--- src/rtl/fp_pkg.sv ---
// Shared constants and encodings for the single-precision multiplier datapath.
package fp_pkg;

   localparam int unsigned EXP_W  = 8;
   localparam int unsigned FRAC_W = 23;
   localparam int unsigned BIAS   = 127;

   localparam logic [31:0]      QNAN    = 32'h7FC00000;
   localparam logic [EXP_W-1:0] EXP_MAX = 8'hFF;

   typedef enum logic [1:0] {
      SPEC_NORMAL = 2'b00,
      SPEC_ZERO   = 2'b01,
      SPEC_INF    = 2'b10,
      SPEC_NAN    = 2'b11
   } spec_e;

   typedef enum logic [1:0] {
      ST_IDLE,
      ST_NORM,
      ST_ROUND,
      ST_DONE
   } state_e;

endpackage

--- src/rtl/fp_round_rne.sv ---
// Round-to-nearest-even of a normalized 24-bit significand using guard/sticky bits.
module fp_round_rne
   import fp_pkg::*;
(
   input  logic [FRAC_W:0]   sig_i,
   input  logic              g_i,
   input  logic              s_i,
   output logic [FRAC_W-1:0] frac_o,
   output logic              carry_o
);

   logic              up;
   logic [FRAC_W+1:0] sum;

   assign up      = g_i & (s_i | sig_i[0]);
   assign sum     = {1'b0, sig_i} + {{(FRAC_W + 1){1'b0}}, up};
   assign carry_o = sum[FRAC_W+1];
   // On carry-out the hidden bit drops to 0, which clears the fraction.
   assign frac_o  = sum[FRAC_W-1:0] & {FRAC_W{sum[FRAC_W]}};

endmodule

--- src/rtl/fp_mul_normalizer.sv ---
// Post-multiply normalize/round stage: raw product in, packed IEEE-754 single out.
module fp_mul_normalizer
   import fp_pkg::*;
(
   input  logic        CLK,
   input  logic        RST_N,
   input  logic        in_valid,
   output logic        in_ready,
   input  logic        in_sign,
   input  logic [9:0]  in_exp,
   input  logic [47:0] in_mant,
   input  logic [1:0]  in_spec,
   output logic        out_valid,
   input  logic        out_ready,
   output logic [31:0] out_result
);

   state_e             state_q, state_d;
   logic               sign_q, sign_d;
   logic [9:0]         exp_q, exp_d;
   logic [47:0]        mant_q, mant_d;
   spec_e              spec_q, spec_d;
   logic [FRAC_W:0]    sig_q, sig_d;
   logic               g_q, g_d;
   logic               s_q, s_d;
   logic signed [10:0] e_q, e_d;
   logic [31:0]        res_q, res_d;

   logic [FRAC_W-1:0]  rnd_frac;
   logic               rnd_carry;
   logic signed [10:0] e_base;
   logic signed [10:0] e_rnd;

   fp_round_rne u_round (
      .sig_i   (sig_q),
      .g_i     (g_q),
      .s_i     (s_q),
      .frac_o  (rnd_frac),
      .carry_o (rnd_carry)
   );

   assign e_base = $signed({1'b0, exp_q} - 11'(BIAS));
   assign e_rnd  = e_q + $signed({10'd0, rnd_carry});

   always_ff @(posedge CLK or negedge RST_N) begin
      if (!RST_N) begin
         state_q <= ST_IDLE;
         sign_q  <= 1'b0;
         exp_q   <= '0;
         mant_q  <= '0;
         spec_q  <= SPEC_NORMAL;
         sig_q   <= '0;
         g_q     <= 1'b0;
         s_q     <= 1'b0;
         e_q     <= '0;
         res_q   <= '0;
      end else begin
         state_q <= state_d;
         sign_q  <= sign_d;
         exp_q   <= exp_d;
         mant_q  <= mant_d;
         spec_q  <= spec_d;
         sig_q   <= sig_d;
         g_q     <= g_d;
         s_q     <= s_d;
         e_q     <= e_d;
         res_q   <= res_d;
      end
   end

   always_comb begin
      state_d = state_q;
      sign_d  = sign_q;
      exp_d   = exp_q;
      mant_d  = mant_q;
      spec_d  = spec_q;
      sig_d   = sig_q;
      g_d     = g_q;
      s_d     = s_q;
      e_d     = e_q;
      res_d   = res_q;

      case (state_q)
         ST_IDLE: begin
            if (in_valid) begin
               sign_d  = in_sign;
               exp_d   = in_exp;
               mant_d  = in_mant;
               spec_d  = spec_e'(in_spec);
               state_d = ST_NORM;
            end
         end

         ST_NORM: begin
            if (mant_q[47]) begin
               sig_d = mant_q[47:24];
               g_d   = mant_q[23];
               s_d   = |mant_q[22:0];
               e_d   = e_base + 11'sd1;
            end else begin
               sig_d = mant_q[46:23];
               g_d   = mant_q[22];
               s_d   = |mant_q[21:0];
               e_d   = e_base;
            end
            state_d = ST_ROUND;
         end

         ST_ROUND: begin
            case (spec_q)
               SPEC_NAN:  res_d = QNAN;
               SPEC_INF:  res_d = {sign_q, EXP_MAX, 23'h0};
               SPEC_ZERO: res_d = {sign_q, 31'h0};
               default: begin
                  if (e_rnd >= 11'sd255)
                     res_d = {sign_q, EXP_MAX, 23'h0};
                  else if (e_rnd <= 11'sd0)
                     res_d = {sign_q, 31'h0};
                  else
                     res_d = {sign_q, e_rnd[7:0], rnd_frac};
               end
            endcase
            state_d = ST_DONE;
         end

         ST_DONE: begin
            if (out_ready)
               state_d = ST_IDLE;
         end

         default: state_d = ST_IDLE;
      endcase
   end

   assign in_ready   = (state_q == ST_IDLE);
   assign out_valid  = (state_q == ST_DONE);
   assign out_result = res_q;

endmodule

--- config.mk ---
export PLATFORM = sky130hd
export DESIGN_NAME = fp_mul_normalizer
export DESIGN_NICKNAME = d
export VERILOG_FILES = /design/src/rtl/fp_pkg.sv /design/src/rtl/fp_round_rne.sv /design/src/rtl/fp_mul_normalizer.sv
export SDC_FILE = /design/constraint.sdc
export NUM_CORES = 1
export LEC_CHECK = 0
export ABC_CLOCK_PERIOD_IN_PS = 8800
export CAP_MARGIN = 25
export CORE_MARGIN = 10
export CORE_UTILIZATION = 45
export DETAILED_ROUTE_END_ITERATION = 8
export PLACE_DENSITY = 0.66
export SLEW_MARGIN = 40
export SYNTH_ARGS = -nofsm -noshare
export SYNTH_HDL_FRONTEND = slang
export SYNTH_SLANG_ARGS = --single-unit
--- constraint.sdc ---
create_clock -name CLK -period 8.8 [get_ports CLK]
set_input_delay 1.76 -clock CLK [delete_from_list [all_inputs] [get_ports CLK]]
set_output_delay 1.76 -clock CLK [all_outputs]
set_load 0.05 [all_outputs]
* Yosys cells after proc, flatten, opt, wreduce, memory -nomap -nowiden *
Cells that the tools add are included.

cells by class
  add/sub/neg operators = 4
  multiply operators = 0
  shift-type cells = 0
  mux-type cells = 10
  bitwise logic cells = 3
  eq/ne operators = 8
  reduce and logical (&&, ||, !) cells = 5
  div/mod/pow operators = 0
  order comparisons = 2

operators by type and width
  cell                     number
  $pmux W32 S3             1
  $mux W31                 2
  $add A24 B1 Y25          1
  $mux W24                 1
  $and A23 B23 Y23         1
  $reduce_or A23 Y1        1
  $reduce_or A22 Y1        1
  $add A11 B2 Y11          1
  $add A11 B2 Y11 const B  1
  $ge A11 B9 Y1 const B    1
  $le A11 B1 Y1 const B    1
  $mux W11                 1
  $sub A10 B7 Y11 const B  1
  $eq A2 B2 Y1 const B     4
  $pmux W2 S4              1
  $eq A2 B1 Y1 const B     2
  $mux W2                  2
  $reduce_and A2 Y1        2
  $logic_not A2 Y1         1
  $mux W1                  2
  $ne A2 B1 Y1 const B     1
  $ne A2 B2 Y1 const B     1
  $and A1 B1 Y1            1
  $or A1 B1 Y1             1

storage, ports and cells
  input port bits = 65
  memories = 0
  memory bits (writable) = 0
  memory bits (read-only) = 0
  latch bits = 0
  flip-flop bits (word level) = 132
  output and inout port bits = 34

* Depth between registers and ports, before layout *
Gate-level depths: netlist of run 1.

  depth after elaboration = 8
  gate-level depth with buffers = 17
  depth with buffers taken out = 14

* Hierarchy *
A second synthesis of run 1 with hierarchy kept.

second synthesis, totals
  cell total of the unflattened synthesis = 642
  area total of the unflattened synthesis = 7021.7 µm²

by module, submodules not included
  module             cells each  times used  area each (µm²)
  fp_mul_normalizer  538         1           6314.8
  fp_round_rne       104         1           706.9

* Worst setup path before layout of run 1 *
Ideal clock, no wire load.

  path kind = reg-to-reg
  start = register sig_q[0]
  end = register res_q[10], in the netlist out_result[10]
  slack = 5.154 ns
  stages on the path, launching flop included = 17
  data arrival time = 3.564 ns
  setup time = 0.081 ns
  path through = dfrtp_1 > o21a_1 > ha_1 > ha_1 > nand3_2 > or4_1 > buf_2 > nor4_1 > ha_1 > ha_1 > clkbuf_2 > nand3_2 > o41ai_4 > o31a_1 > nand4b_4 > buf_6 > o22ai_2

between the ends
  longest elaborated chain between the ends = 8
  elaborated cells between the ends (all ways) = 10

ends and longest elaborated chain
  item                      line                      source
  start: declaration        fp_mul_normalizer.sv:23   logic [FRAC_W:0] sig_q, sig_d;
  start signal: assignment  fp_mul_normalizer.sv:63   sig_q <= sig_d;
  $or A1 B1 Y1              fp_round_rne.sv:15        assign up = g_i & (s_i | sig_i[0]);
  $and A1 B1 Y1             fp_round_rne.sv:15
  $add A24 B1 Y25 (*)       fp_round_rne.sv:16        assign sum = {1'b0, sig_i} + {{(FRAC_W + 1){1'b0}}, up};
  $add A11 B2 Y11           fp_mul_normalizer.sv:43   assign e_rnd = e_q + $signed({10'd0, rnd_carry});
  $le A11 B1 Y1             fp_mul_normalizer.sv:117  else if (e_rnd <= 11'sd0)
  $mux W31                  fp_mul_normalizer.sv:117
  $mux W31 (*)              fp_mul_normalizer.sv:115  if (e_rnd >= 11'sd255)
  $pmux W32 S3 (*)          fp_mul_normalizer.sv:110  case (spec_q)
  end signal: assignment    fp_mul_normalizer.sv:67   res_q <= res_d;
  end: declaration          fp_mul_normalizer.sv:27   logic [31:0] res_q, res_d;

Every way passes the cells marked *; elsewhere a longest branch is shown, timed or not.
A chain may end at the register's enable or synchronous reset.

* Worst setup path after layout of run 1 *
  start = register sig_q[0]
  end = register res_q[22], in the netlist out_result[22]

The elaborated chain is that of the path after synthesis.

==> results of run 1 <==
[synth_stat cells, types with 3 or more instances]
cell,number,share of area
mux2_2,69,0.12
a21oi_1,32,0.024
xnor2_1,31,0.041
nor2_1,47,0.027
xor2_1,16,0.021
clkbuf_1,12,0.0069
o22ai_2,20,0.038
nand4_1,7,0.0067
inv_1,37,0.021
and3_1,4,0.0038
ha_1,11,0.021
nand3_1,15,0.011
mux2i_1,26,0.040
o22a_1,4,0.0054
nor4_1,6,0.0057
nor3_1,8,0.0061
nor2b_1,3,0.0029
buf_1,9,0.0052
nand2_1,24,0.014
o21ai_0,13,0.0099
dfrtp_1,132,0.50
and4_1,3,0.0040
buf_4,4,0.0046
[power breakdown]
group          internal [mW]  switching [mW]
clock network          0.488           0.251
registers              0.887           0.252
logic                  0.609           0.685
total                   1.98            1.19
[routing by layer]
layer  vias to the layer above  global-route usage  part of all wire  routed length, microns
met3                        15             0.04837             0.046                     634
met2                        73              0.2438              0.50                    6899
met1                      2186              0.1690              0.44                    6086
met5                         -                   0                 0                       0
met4                         0             0.05380             0.016                     223
li1                       2179                   -                 -                       -
[critical path: cells and delay by family (launching register included)]
family          cells  cell delay [ns]
simple gates        5             1.77
compound gates      4             1.12
fa+ha+maj           4             0.99
flops               1             0.36
[area by class of cell]
class	instances	area, sq um
Timing Repair Buffer	103	1036
Clock buffer	23	467.9
Clock inverter	9	151.4
Fill cell	1192	6062
Multi-Input combinational cell	373	2979
Inverter	37	138.9
Tap cell	184	230.2
Sequential cell	132	3303
[placed cells by master (no fill, tap or decap), types with 3 or more instances in the layout]
cell type | netlist | final
nand3_1 | 15 | 15
xnor2_1 | 31 | 31
clkbuf_1 | 12 | 4
and4_1 | 3 | 3
xor2_1 | 16 | 16
inv_1 | 37 | 37
dfrtp_1 | 132 | 132
o21ai_0 | 13 | 13
clkinv_2 | 0 | 3
and3_1 | 4 | 4
nand2_1 | 24 | 23
buf_4 | 4 | 3
nor3_1 | 8 | 8
mux2_2 | 69 | 69
clkdlybuf4s50_1 | 0 | 97
nor2_1 | 47 | 47
nor4_1 | 6 | 6
o22ai_2 | 20 | 20
o22a_1 | 4 | 4
a21oi_1 | 32 | 32
mux2i_1 | 26 | 26
clkbuf_16 | 0 | 17
bufinv_16 | 0 | 4
nand4_1 | 7 | 7
nor2b_1 | 3 | 3
ha_1 | 11 | 9
[cells by family after synthesis]
family          Yosys count  share of synthesized area
simple gates            134                     0.1074
buf+inv                  66                    0.04282
fa+ha+maj                11                    0.02103
xor+xnor                 47                    0.06289
compound gates           86                     0.1027
mux                      95                     0.1585
flops                   132                     0.5047
[worst max-delay path by stage]
stage / start / end / slack, ns / cells after the start
floorplan: sig_q[0] / out_result[10] / 5.15 / 16
global placement: sig_q[0] / out_result[22] / 4.56 / 13
detailed placement: sig_q[0] / out_result[22] / 4.38 / 13
CTS: sig_q[0] / out_result[22] / 4.38 / 13
global route: sig_q[0] / out_result[22] / 4.04 / 13
finish: sig_q[0] / out_result[22] / 4.45 / 13
[registers in the layout, indices dropped and copies added, names as in the netlist]
signal,flops
exp_q,10
out_result,32
mant_q,48
s_q,1
g_q,1
spec_q,2
state_q,2
e_q,11
sign_q,1
sig_q,24
[stage by stage]
stage | setup slack (ns) | cell area, sq um
6_report | 4.447 | 8307
5_1_grt | 4.037 | 8307
4_1_cts | 4.376 | 8277
3_5_place_dp | 4.380 | 7657
3_3_place_gp | 4.561 | 7654
2_1_floorplan | 5.154 | 6545
==> impl_metrics.env, run 1 <==
export IMPL_outcome="finished, final reports clean"
export IMPL_grt_pass1_vias=4816
export IMPL_grt_usage=0.1454
export IMPL_routed_wl_microns=13840
export IMPL_hold_path_depth=1
export IMPL_worstPathArrival_ns=4.68
export IMPL_fin_crit_sh=0.4946
export IMPL_antenna_left=0
export IMPL_synth_ff_latch_count=132
export IMPL_drt_initial_drc_count=277
export IMPL_cts_buffer_depth=2
export IMPL_vias=4453
export IMPL_antenna_found_initial=0
export IMPL_nets=740
export IMPL_required_ns=9.13
export IMPL_critPathLaunchType="flop"
export IMPL_synthArstFlopShare=1.000
export IMPL_netlist_instances=571
export IMPL_fin_worst_skew_ns=0.007177
export IMPL_start_util=0.4555
export IMPL_cts_setup_buffers=0
export IMPL_r2r_end="out_result[22]"
export IMPL_rsz0062_at_grt="false"
export IMPL_postCtsHoldBufs=0
export IMPL_whs_endpoint="out_result[30]"
export IMPL_clk_pin_slew_ns=0.05
export IMPL_hold_viol_final=0
export IMPL_cts_resized=0
export IMPL_post_route_util=0.5781
export IMPL_worst_pin_slew_ns=0.6688
export IMPL_drtPass1Iterations=4
export IMPL_maxSlewHeadroom=0.5541
export IMPL_fmax_mhz=229.8
export IMPL_r2r_setup_slack_ns=4.45
export IMPL_coreArea_sq_um=14370
export IMPL_drc_errors=0
export IMPL_yosys_warnings=0
export IMPL_diodes=0
export IMPL_synth_area_sq_um=6545
export IMPL_seq_area_frac_synth=0.5047
export IMPL_min_path_type="reg -> reg"
export IMPL_cp_slowest_cell="or4_1"
export IMPL_syn_nets=647
export IMPL_min_from="out_result[30]"
export IMPL_syn_area_per_cell_sq_um=11.46
export IMPL_dp_cells=828
export IMPL_instances_no_fill=861
export IMPL_port_buffers=98
export IMPL_fin_crit_ns=4.353
export IMPL_tns_ns=0
export IMPL_dieWidth_microns=140.6
export IMPL_drive_gt1_frac=0.2068
export IMPL_grt_max_degree=77
export IMPL_htree_levels=4
export IMPL_synth_edff_count=0
export IMPL_r2r_cells=13
export IMPL_cp_max_fo=23
export IMPL_die_area_sq_um=19770
export IMPL_crit_path_end_kind="flop"
export IMPL_worst_path_most_repeated_cell="ha_1"
export IMPL_area_delta_synth_final_pct=26.92
export IMPL_grt_pass1_wl_microns=23580
export IMPL_critPathKind="reg -> reg"
export IMPL_finalSetupViolCount=0
export IMPL_cts_buffers=17
export IMPL_synthFlopType="dfrtp_1"
export IMPL_path_cells="o21a_1, ha_1, ha_1, nand3_2, or4_1, nor4_1, ha_1, ha_1, nand3_2, o41ai_4, o31a_1, nand4b_4, o21ai_1"
export IMPL_power_density_nw_per_um2=381.9
export IMPL_via_per_inst=5.172
export IMPL_r2r_start="sig_q[0]"
export IMPL_leakage_nw=3.433
export IMPL_hpwl_microns=9815
export IMPL_num_io_pins=99
export IMPL_ir_drop_mv=0.1617
export IMPL_maxCapViolations=0
export IMPL_num_rows=44
export IMPL_cts_root_buf="clkbuf_16"
export IMPL_post_synth_num_cell_types=53
export IMPL_die_y_microns=140.6
export IMPL_grt_ovfl_total=0
export IMPL_finalPower_mw=3.172
export IMPL_cts_sinks=132
export IMPL_drv_slew=0
export IMPL_gp_congestion=0.8363
export IMPL_wl_per_cell_microns=16.08
export IMPL_slowest_delay_ns=0.69
export IMPL_insertion_delay_ns=0.42
export IMPL_hold_slack_ns=0.5000
export IMPL_cts_tree="built"
No activity file was read; power rests on OpenSTA's default activity.
==> run 2: changes to the inputs <==
- ABC_CLOCK_PERIOD_IN_PS: 8800 -> 4100
- clock period: 8.8 -> 4.1 ns (I/O delays scaled with it)
==> run 2 against run 1 <==
  * Clock skew fell by 0.00079 ns
  * Via count rose by 0.90%
  * Worst setup slack got worse by 4.2 ns
  * Sequential share of layout area fell by 0.44 points
  * Combinational power rose by 120%
  * Power rose by 110%
  * Sequential power rose by 110%
  * Critical path depth rose by 2
  * Fmax rose by 13%
  * Critical endpoint is now out_result[3]
==> impl_metrics.env, run 2 (same netlist as run 1, synthesis figures left out) <==
export IMPL_outcome="finished, final reports clean"
export IMPL_cp_slowest_cell="or4_4"
export IMPL_path_cells="o21a_1, ha_2, ha_2, nand3_2, or4_4, nor4_4, ha_2, ha_4, nand3_2, o41ai_4, o31a_1, buf_4, nand4b_4, buf_12, o22ai_2"
export IMPL_gp_congestion=0.8624
export IMPL_grt_usage=0.1419
export IMPL_via_per_inst=5.170
export IMPL_vias=4493
export IMPL_postCtsHoldBufs=0
export IMPL_area_delta_synth_final_pct=28.35
export IMPL_htree_levels=4
export IMPL_power_density_nw_per_um2=802.8
export IMPL_start_util=0.4555
export IMPL_seq_area_sq_um=3303
export IMPL_cts_buffer_depth=2
export IMPL_insertion_delay_ns=0.42
export IMPL_required_ns=4.44
export IMPL_p_seq_frac=0.362
export IMPL_grt_max_degree=86
export IMPL_worst_path_most_repeated_cell="ha_2"
export IMPL_post_route_util=0.5846
export IMPL_fin_crit_ns=3.850
export IMPL_fin_crit_sh=0.9391
export IMPL_pre_cts_slack_ns=-0.09055
export IMPL_drt_initial_drc_count=255
export IMPL_grt_pass1_vias=4834
export IMPL_cts_tree="built"
export IMPL_wl_per_cell_microns=15.92
export IMPL_coreArea_sq_um=14370
export IMPL_fmax_mhz=259.7
export IMPL_dp_cells=831
export IMPL_worst_pin_slew_ns=0.7716
export IMPL_antenna_left=0
export IMPL_hold_viol_final=0
export IMPL_cp_startpoint="sig_q[0]"
export IMPL_maxCapViolations=0
export IMPL_grt_ovfl_total=0
export IMPL_critPathLaunchType="flop"
export IMPL_die_area_sq_um=19770
export IMPL_fill_cells=1189
export IMPL_drc_errors=0
export IMPL_top_register="mant_q"
export IMPL_critPathKind="reg -> reg"
export IMPL_nets=749
export IMPL_rsz0062_at_grt="false"
export IMPL_swShare=0.3790
export IMPL_clockPowerShare=0.218
export IMPL_cts_sinks=132
export IMPL_crit_path_end_kind="flop"
export IMPL_instances_no_fill=869
export IMPL_cts_buffers=17
export IMPL_postPlaceCellArea_sq_um=7699
export IMPL_die_y_microns=140.6
export IMPL_port_buffers=98
export IMPL_dieWidth_microns=140.6
export IMPL_min_path_type="in -> async"
export IMPL_hold_slack_ns=0.4377
export IMPL_hpwl_microns=9834
export IMPL_r2r_start="sig_q[0]"
export IMPL_clk_pin_slew_ns=0.05
export IMPL_drv_slew=0
export IMPL_drtPass1Iterations=4
export IMPL_multiInputGateArea_sq_um=3042
export IMPL_grt_pass1_wl_microns=23380
export IMPL_design_area_sq_um=8401
export IMPL_p_int_mw=4.188
export IMPL_maxSlewHeadroom=0.4856
export IMPL_cp_max_fo=11
export IMPL_slowest_delay_ns=0.59
export IMPL_switchingPower_mw=2.556
export IMPL_num_rows=44
export IMPL_antenna_found_initial=0
export IMPL_worstPathArrival_ns=4.19
export IMPL_largest_reg_flops=48
export IMPL_finalSetupViolCount=0
export IMPL_cts_root_buf="clkbuf_16"
export IMPL_ir_drop_mv=0.3508
export IMPL_combPwrFrac=0.419
export IMPL_diodes=0
export IMPL_setup_ws_ns=0.2498
export IMPL_drive_gt1_frac=0.2263
export IMPL_routed_wl_microns=13830
export IMPL_mostFrequentLayoutCells="dfrtp_1 (132), clkdlybuf4s50_1 (97), mux2_2 (69)"
export IMPL_fin_worst_skew_ns=0.006383
export IMPL_final_common_cell="dfrtp_1"
export IMPL_num_io_pins=99
export IMPL_leakage_nw=3.490
==> run 2: cell types whose count changed in the layout (fill, tap and decap cells not counted), sizes merged <==
| cell | change |
|---|---|
| buf | +7 |
| bufinv | -2 |
| clkinvlp | +2 |
| clkbuf | +1 |
| clkinv | -1 |
| nand4b | +1 |
==> run 2: stage by stage <==
| step | total power, mW | TNS [ns] |
|---|---|---|
| 6_report | 6.744 | 0 |
| 5_1_grt | 7.223 | 0 |
| 4_1_cts | 6.778 | 0 |
| 3_5_place_dp | 5.246 | -1.383 |
| 3_3_place_gp | 5.138 | 0 |
| 2_1_floorplan | 4.516 | 0 |
==> run 2: critical path, delay by kind of cell (launching register included) <==
family	cells	cell delay, ns
AND/OR/NAND/NOR	5	1.22
AO/OA/AOI/OAI	4	1.01
adder cells (fa/ha/maj)	4	0.80
flip-flops	1	0.37
buffers and inverters	2	0.35
==> run 2: path summary, 6_finish.rpt <==
path	to	slack (ns)	cells past startpoint
min in group CLK	out_result[30]	0.48	1
max	out_result[3]	0.25	15
min reg2reg	out_result[30]	0.48	1
max in group asynchronous	out_result[7]	2.84	2
min	mant_q[11]	0.44	1
max reg2reg	out_result[3]	0.25	15
==> run 2: metal layers <==
metal  vias to the layer above  track usage  part of all wire
met3                        12      0.03695             0.041
met4                         0      0.05489             0.012
li1                       2209            -                 -
met2                        84       0.2384              0.50
met1                      2188       0.1701              0.45
met5                         -            0                 0
==> run 2: area by class of cell <==
type | instances | share of cell area
clock buffer | 23 | 0.05690
inverter | 37 | 0.01653
timing repair buffer | 111 | 0.1318
sequential | 132 | 0.3932
clock inverter | 8 | 0.01206
multi-input combinational | 374 | 0.3621
tap | 184 | 0.02741
==> run 2: power groups by stage <==
stage	registers [mW]	logic (mW)	clock network (mW)
after floorplan	2.57	1.95	0
after global placement	2.43	2.71	0
after detailed placement	2.47	2.78	0
after CTS	2.45	2.83	1.50
after global routing	2.54	3.12	1.56
final	2.44	2.83	1.47
==> run 2: repair_timing <==
item                                    CTS  global route
gates resized for setup                   1             8
endpoints found under the setup margin   23            25
setup buffers                             3             3
cloned                                    1             0
hold endpoints to repair                  0             0
pin swaps                                 0             2
==> run 3: changes to the inputs <==
- CORE_ASPECT_RATIO: not set -> 1.2
- CORE_MARGIN: 10 -> 8
==> run 3 against run 2 <==
  * Critical path depth down 1
  * Global-route usage up 1.2 points
  * Power about the same
  * Critical path type unchanged
  * Cell area down 0.77%
  * Highest routed layer unchanged
  * Fmax up 1.4%
==> impl_metrics.env, run 3 (same netlist as run 1, synthesis figures left out) <==
export IMPL_r2r_start="sig_q[0]"
export IMPL_antenna_found_initial=0
export IMPL_die_area_sq_um=18680
export IMPL_area_delta_synth_final_pct=27.36
export IMPL_die_y_microns=148.1
export IMPL_min_path_type="in -> async"
export IMPL_hold_viol_final=0
export IMPL_grt_pass1_wl_microns=22960
export IMPL_start_util=0.4579
export IMPL_grt_ovfl_total=0
export IMPL_dp_cells=822
export IMPL_top_register="mant_q"
export IMPL_rsz0062_at_grt="false"
export IMPL_final_common_cell="dfrtp_1"
export IMPL_coreArea_sq_um=14290
export IMPL_drt_initial_drc_count=163
export IMPL_instances_no_fill=855
export IMPL_drv_slew=0
export IMPL_postCtsHoldBufs=0
export IMPL_cts_buffer_depth=2
export IMPL_cts_buffers=17
export IMPL_clk_pin_slew_ns=0.06
export IMPL_maxSlewHeadroom=0.4944
export IMPL_required_ns=4.43
export IMPL_drtPass1Iterations=4
export IMPL_ir_drop_mv=0.4127
export IMPL_fill_cells=1241
export IMPL_htree_levels=4
export IMPL_seq_area_sq_um=3303
export IMPL_diodes=0
export IMPL_num_rows=48
export IMPL_tns_ns=0
export IMPL_leakage_nw=3.438
export IMPL_drive_gt1_frac=0.2206
export IMPL_via_per_inst=5.221
export IMPL_setup_ws_ns=0.3030
export IMPL_finalSetupViolCount=0
export IMPL_r2r_setup_slack_ns=0.30
export IMPL_pre_cts_slack_ns=0.1392
export IMPL_dieWidth_microns=126.1
export IMPL_num_io_pins=99
export IMPL_insertion_delay_ns=0.42
export IMPL_port_buffers=98
export IMPL_antenna_left=0
export IMPL_gp_congestion=0.8223
export IMPL_hold_slack_ns=0.3632
export IMPL_postPlaceCellArea_sq_um=7699
export IMPL_slowest_delay_ns=0.61
export IMPL_grt_usage=0.1536
export IMPL_fmax_mhz=263.4
export IMPL_cp_slowest_cell="or4_1"
export IMPL_grt_pass1_vias=4767
export IMPL_grt_max_degree=76
export IMPL_cts_sinks=132
export IMPL_vias=4464
export IMPL_hpwl_microns=9718
export IMPL_mostFrequentLayoutCells="dfrtp_1 (132), clkdlybuf4s50_1 (97), mux2_2 (69)"
export IMPL_maxCapViolations=0
export IMPL_routed_wl_microns=13500
export IMPL_fin_crit_sh=0.9261
export IMPL_crit_path_end_kind="flop"
export IMPL_path_cells="o21a_1, ha_1, ha_1, nand3_2, or4_1, nor4_2, ha_2, ha_4, nand3_2, o41ai_4, o31a_1, nand4b_4, buf_12, o22ai_1"
export IMPL_wl_per_cell_microns=15.79
export IMPL_cp_startpoint="sig_q[0]"
export IMPL_worst_pin_slew_ns=0.7558
export IMPL_cts_root_buf="clkbuf_16"
export IMPL_critPathKind="reg -> reg"
export IMPL_worstPathArrival_ns=4.13
export IMPL_largest_reg_flops=48
export IMPL_cp_max_fo=23
export IMPL_fin_crit_ns=3.797
export IMPL_multiInputGateArea_sq_um=2990
export IMPL_outcome="finished, final reports clean"
export IMPL_design_area_sq_um=8335
export IMPL_fin_worst_skew_ns=0.005037
export IMPL_cts_tree="built"
export IMPL_drc_errors=0
export IMPL_critPathLaunchType="flop"
export IMPL_power_density_nw_per_um2=809.7
export IMPL_nets=743
[run 3: path summary, 6_finish.rpt]
kind / end / depth (start not counted)
setup reg to reg: out_result[0] / 14
min in group CLK: out_result[30] / 1
hold / removal: mant_q[2] / 1
max in group asynchronous: mant_q[34] / 2
setup / recovery: out_result[0] / 14
hold reg to reg: out_result[30] / 1
[run 3: per-stage QoR]
step                      power [mW]  utilization
after global placement         5.134       0.5386
final                          6.749       0.5832
after floorplan                4.516            -
after CTS                      6.813       0.5809
after global routing           7.230       0.5832
after detailed placement       5.230       0.5386
[run 3: area by class of cell]
type	instances	share of cell area
clock buffers	17	0.05104
clock inverters	15	0.02147
inverters	37	0.01666
multi-input cells	373	0.3588
flip-flops and latches	132	0.3963
well taps	175	0.02627
repair buffers	106	0.1295
[run 3: what timing repair did]
item / CTS / global route
resized for setup: 0 / 5
endpoints found under the setup margin: 0 / 25
setup buffers: 0 / 1
[run 3: critical path: cells and delay by family (launching register included)]
family	cells	cell delay [ns]
simple gates	5	1.28
compound gates	4	1.01
fa+ha+maj	4	0.85
flops	1	0.37
buf+inv	1	0.19
[run 3: metal layers]
metal	GRT usage	vias up	wire length, microns
met2	0.2724	71	7077
met3	0.03940	19	512
met1	0.1689	2180	5630
met5	0	-	0
li1	-	2194	-
met4	0.07233	0	279
[run 3: power by group]
part	total, mW	leakage [nW]	switching (mW)	internal (mW)
registers	2.44	1.58	0.538	1.90
clock network	1.54	0.286	0.581	0.959
logic	2.77	1.58	1.45	1.32
